$ cat src/rtl/seq_rotate_right.sv
// rtl/seq_rotate_right.sv - iterative one-bit-per-clock right rotator; SEQ_ROTATE_RIGHT_LOGICAL_EN adds a logical-shift mode
module seq_rotate_right #(
    parameter int WIDTH = 8,
    parameter int AMT_W = 3
) (
    input  logic             clk,
    input  logic             rst_n,
    input  logic             in_valid,
    output logic             in_ready,
    input  logic [WIDTH-1:0] in_data,
    input  logic [AMT_W-1:0] in_amt,
`ifdef SEQ_ROTATE_RIGHT_LOGICAL_EN
    input  logic             in_mode,
`endif
    output logic             out_valid,
    input  logic             out_ready,
    output logic [WIDTH-1:0] out_data,
    output logic             busy
);

    typedef enum logic [1:0] {
        IDLE  = 2'd0,
        SHIFT = 2'd1,
        DONE  = 2'd2
    } state_t;

    state_t           state;
    state_t           state_next;
    logic [WIDTH-1:0] data;
    logic [AMT_W-1:0] count;
    logic             accept;
    logic             fill;

`ifdef SEQ_ROTATE_RIGHT_LOGICAL_EN
    logic             mode;
`endif

    // A job is taken only from IDLE; in_ready is decoded from state so this never sees DONE.
    assign accept = in_valid && (state == IDLE);

    // The result lives in the working register; it is left untouched after handoff until the next accept.
    assign out_data = data;

    // Bit shifted in at the top: wrap-around for rotate, zero for logical shift.
`ifdef SEQ_ROTATE_RIGHT_LOGICAL_EN
    always_comb begin
        fill = data[0];
        if (mode) begin
            fill = 1'b0;
        end
    end
`else
    always_comb begin
        fill = data[0];
    end
`endif

    // State register; reset abandons any in-flight job.
    always_ff @(posedge clk) begin
        if (!rst_n) begin
            state <= IDLE;
        end else begin
            state <= state_next;
        end
    end

    // Next-state and handshake outputs, all decoded from state only.
    always_comb begin
        state_next = state;
        in_ready   = 1'b0;
        out_valid  = 1'b0;
        busy       = 1'b0;
        case (state)
            IDLE: begin
                in_ready = 1'b1;
                if (in_valid) begin
                    if (in_amt == '0) begin
                        state_next = DONE;
                    end else begin
                        state_next = SHIFT;
                    end
                end
            end
            SHIFT: begin
                busy = 1'b1;
                if (count == AMT_W'(1)) begin
                    state_next = DONE;
                end
            end
            DONE: begin
                busy      = 1'b1;
                out_valid = 1'b1;
                if (out_ready) begin
                    state_next = IDLE;
                end
            end
            default: begin
                state_next = IDLE;
            end
        endcase
    end

    // Working register and step counter: load on accept, one bit position per SHIFT cycle.
    always_ff @(posedge clk) begin
        if (!rst_n) begin
            data  <= '0;
            count <= '0;
        end else if (accept) begin
            data  <= in_data;
            count <= in_amt;
        end else if (state == SHIFT) begin
            data  <= {fill, data[WIDTH-1:1]};
            count <= count - AMT_W'(1);
        end
    end

`ifdef SEQ_ROTATE_RIGHT_LOGICAL_EN
    // Mode is sampled with the job so mid-job changes on in_mode have no effect.
    always_ff @(posedge clk) begin
        if (!rst_n) begin
            mode <= 1'b0;
        end else if (accept) begin
            mode <= in_mode;
        end
    end
`endif

endmodule

$ cat config.mk
export PLATFORM = sky130hd
export DESIGN_NAME = seq_rotate_right
export DESIGN_NICKNAME = d
export VERILOG_FILES = /design/src/rtl/seq_rotate_right.sv
export SDC_FILE = /design/constraint.sdc
export NUM_CORES = 1
export LEC_CHECK = 0
export ABC_AREA = 0
export BUFFER_PORTS_ARGS = -buffer_cell sky130_fd_sc_hd__buf_2
export CAP_MARGIN = 20
export CORE_MARGIN = 1
export CORE_UTILIZATION = 47
export DETAILED_ROUTE_END_ITERATION = 8
export GPL_TIMING_DRIVEN = 0
export PLACE_DENSITY = 0.77
export SLEW_MARGIN = 0
export SYNTH_ARGS = -nofsm -noshare
export SYNTH_HDL_FRONTEND = slang
export SYNTH_SLANG_ARGS = --single-unit
$ cat constraint.sdc
create_clock -name clk -period 1.6 [get_ports clk]
set_input_delay 0.16 -clock clk [delete_from_list [all_inputs] [get_ports clk]]
set_output_delay 0.16 -clock clk [all_outputs]
set_load 0.02 [all_outputs]
## Word-level counts from Yosys, hierarchy flattened

Cells that the tools add are included.

| word-level totals | value |
|---|---|
| bits in registers | 13 |
| input bits | 15 |
| logic and storage cells | 28 |

| cells by class | value |
|---|---|
| add/subtract/negate cells | 1 |
| equality and inequality tests | 6 |
| multiplexer cells | 12 |
| reduce and logical (&&, ||, !) cells | 6 |

Operator list:

| cell | number |
|---|---|
| $mux W8 | 2 |
| $mux W2 | 4 |
| $mux W3 | 2 |
| $ne A2 B2 Y1 const B | 3 |
| $pmux W2 S3 | 1 |
| $eq A3 B1 Y1 const B | 1 |
| $logic_not A3 Y1 | 1 |
| $mux W1 | 3 |
| $reduce_and A3 Y1 | 1 |
| $sub A3 B1 Y3 const B | 1 |
| $eq A2 B1 Y1 const B | 1 |
| $eq A2 B2 Y1 const B | 1 |
| $logic_not A2 Y1 | 1 |
| $reduce_bool A2 Y1 | 1 |
| $reduce_or A2 Y1 | 1 |
| $logic_and A1 B1 Y1 | 1 |

## Logic depth before layout (Yosys ltp)

| depth | value |
|---|---|
| depth after elaboration | 4 |
| gate-level depth with buffers | 7 |
| mapped depth without buffers | 5 |

## Least setup slack after synthesis

Ideal clock, no wire load.

| path | value |
|---|---|
| path type | flip-flop to flip-flop |
| start point | reg state[0] |
| end point | reg count[0] |
| setup time | 0.116 ns |
| arrival | 1.210 ns |
| slack | 0.274 ns |
| cell stages (with the launch flop) | 6 |
| path buffers | 1 |
| period minus slack after synthesis | 1.326 ns |
| path through | dfxtp_1 -> inv_1 -> ha_1 -> nand2_1 -> buf_2 -> o211a_1 |

| on the way | value |
|---|---|
| longest elaborated chain between the ends | 3 |

RTL lines:

| what | RTL line | text |
|---|---|---|
| start: declaration | 27 | `state_t state;` |
| start signal: assignment | 63 | `state <= state_next;` |
| $logic_not A2 Y1 | 39 | `assign accept = in_valid && (state == IDLE);` |
| $logic_and A1 B1 Y1 | 39 |  |
| $mux W3 or $reduce_bool A2 Y1 (tied branches) | n/a |  |
| end signal: assignment | 110 | `count <= in_amt;` |
| end signal: assignment | 113 | `count <= count - AMT_W'(1);` |
| end: declaration | 30 | `logic [AMT_W-1:0] count;` |

Parallel ways exist; a longest one is shown, timed or not.
A chain may end at the register's enable or synchronous reset.

## Worst setup path after layout

| path | value |
|---|---|
| start point | reg state[0] |
| end point | reg data[3], in the netlist out_data[3] |

| on the way | value |
|---|---|
| longest elaborated chain between the ends | 3 |

RTL lines:

| what | RTL line | text |
|---|---|---|
| $logic_not A2 Y1 | 39 |  |
| $logic_and A1 B1 Y1 | 39 |  |
| $mux W8 or $reduce_bool A2 Y1 (tied branches) | n/a |  |
| end signal: assignment | 109 | `data <= in_data;` |
| end signal: assignment | 112 | `data <= {fill, data[WIDTH-1:1]};` |
| end: declaration | 29 | `logic [WIDTH-1:0] data;` |

Parallel ways exist; a longest one is shown, timed or not.

==> run metrics <==
CTS resizes 0; Startpoint Class register; Max VDD drop between 0.001 and 0.0015 V; layout cell share with drive strength beyond 1 0.343; reg2reg end out_data[3]; antenna cells 0; #FFs+latches synth 13; global-route wire length before repair 2.15 mm; data arrival time of the critical path roughly 1.5 ns; Crit. End Element register; sequential element share of the synthesized area 0.357; max incr delay on CP 0.36 ns; Post-DP HPWL ~1.1 mm; post-CTS setup buffers 0; most frequent cells in the layout buf_2, dfxtp_1, nand2_1; Bufs on Longest Clock Path 2; Util after Layout 0.658; distinct cell type count after synthesis 25; Tcrit/Tclk final 0.850; drt initial violations 15; top post-synthesis cells by area dfxtp_1, o211a_1, mux2i_1; Ports 26; CTS tree built; Power, Total ~1.8 mW; Worst Setup SP state[0]; Synthesized Nets 93; fin crit period around 1.4 ns; drc violations 0; Worst-path clk slew 0.07 ns; fillcell total 111; hold buffer count at CTS 0; static leakage 0.503 nW; Max-Cap Viols 0; vias per inst between 5 and 6; Slew headroom 0.683; type of the worst setup path reg -> reg; CP dominant cell by count nand2_1; final hold violation count 0; Clock Sinks 13; synthesis-to-layout area growth 23.4%; CP endpoint out_data[3]; sum of negative setup slack 0 ns; clock latency at the later pin of the worst-skew pair around 0.27 ns; antenna violations before repair 0; commonest non-fill, non-tap cell in the layout buf_2; Rows 13; Worst Path Max Fanout 10; Die Area between 1500 and 2000 um^2; Pwr Density slightly below 2000 nW/um^2; global placement routability congestion 0.641; RSZ-0062 raised after global routing false; Yosys warnings 0; Critical Path RT about 1.8 ns; Initial Util 0.533; r2r worst-path depth 6; H-tree depth 1; Avg WL per Cell 12.7 um; WHS roughly 0.12 ns; root buffer cell clkbuf_4; CTS Buf Count 3; Core Box Area ~1400 um^2; final net count around 120; HP Class in -> reg; f_max ~740 MHz; total track usage 0.200; area leader, netlist dfxtp_1; largest net degree at the start of global routing 11; Slowest cell on crit path dfxtp_1; Port Buffer Count 25; Mapped Cells 73; synthesized cell area 728 um^2; Final ANT Viol Nets 0; Yosys top cell area share 0.357; CP cell instances inv_1, ha_1, nand2_1, buf_2, nand2_1, o211a_1; status finished clean; first drt pass iteration count 4; total grt overflow 0; Vias between 600 and 700; max-slew violations 0; Critical R2R Launch state[0]; Die X 41.4 um; vias in the first global route roughly 510; drt total wl ~1.5 mm; Vert. Die Dim between 40 and 50 um; Syn Area/Cell 9.98 um^2; clock skew ~0.0032 ns; FF-to-FF setup slack between 0.2 and 0.25 ns; setup violators final 0; slew of the pin with the lowest slew margin approximately 0.48 ns
cells in the mapped netlist, drive strengths merged:
cell type and instances:
mux2i 9, clkbuf 1, nand2b 1, o211ai 1, nand2 13, nand3 1
a21boi 1, a211o 1, dfxtp 13, a221oi 1, o211a 10, o311ai 1
nor2b 1, xnor2 1, xor2 1, o21ai 1, o31ai 1, inv 5
buf 4, a21oi 1, ha 5
final cells by class:
type	instances	area [um^2]	share of cell area
flip-flops and latches	13	260	0.290
plain buffers	5	45.0	0.0501
multi-input cells	50	404	0.450
clock buffers	4	26.3	0.0292
repair buffers	25	125	0.139
inverters	5	18.8	0.0209
well taps	15	18.8	0.0209
per-stage QoR:
stage | cells | instance area [um^2] | setup WS [ns]
4_1_cts | 117 | 898 | 0.241
3_3_place_gp | 113 | 872 | 0.294
3_5_place_dp | 113 | 872 | 0.258
6_report | 117 | 898 | 0.240
2_1_floorplan | 73 | 728 | 0.274
5_1_grt | 117 | 898 | 0.142
cells by family after synthesis:
logic type                 count (synthesis)  synth area share
xor gates and xnor gates                   2            0.0241
muxes                                      9             0.124
buffers and inverters                     10            0.0876
DFF                                       13             0.357
AOI/OAI and AO/OA                         18             0.227
adders and majority gates                  5            0.0859
and+or+nand+nor                           16            0.0945
worst min-delay path by stage:
stage | end | cells after the start | startpoint
after floorplan | count[2] | 2 | rst_n
after global placement | out_data[0] | 2 | in_data[0]
after detailed placement | out_data[2] | 2 | in_data[2]
after CTS | out_data[1] | 2 | in_data[1]
after global routing | out_data[5] | 2 | in_data[5]
final | out_data[1] | 2 | in_data[1]
worst max-delay path, delay by kind of cell (launching register included):
kind,cells,cell delay (ns)
DFF,1,0.36
buffers and inverters,2,0.29
AOI/OAI and AO/OA,1,0.13
adders and majority gates,1,0.28
and+or+nand+nor,2,0.20
sequential cells by signal, indices dropped and copies added (netlist names):
| name | flops |
|---|---|
| state | 2 |
| out_data | 8 |
| count | 3 |
power breakdown:
group	switching, mW	leakage (nW)	internal (mW)	total, mW
clock	0.0973	0.0150	0.0965	0.194
sequential	0.0805	0.108	0.443	0.523
combinational	0.567	0.380	0.467	1.03
layer usage:
layer / part of all wire / track usage / up-vias
li1: - / - / 319
met1: 0.43 / 0.215 / 281
met2: 0.51 / 0.375 / 24
met4: 0.0081 / 0.121 / 0
met3: 0.049 / 0.0160 / 2
met5: 0 / 0 / -
Power figures use the tool's default switching activity.
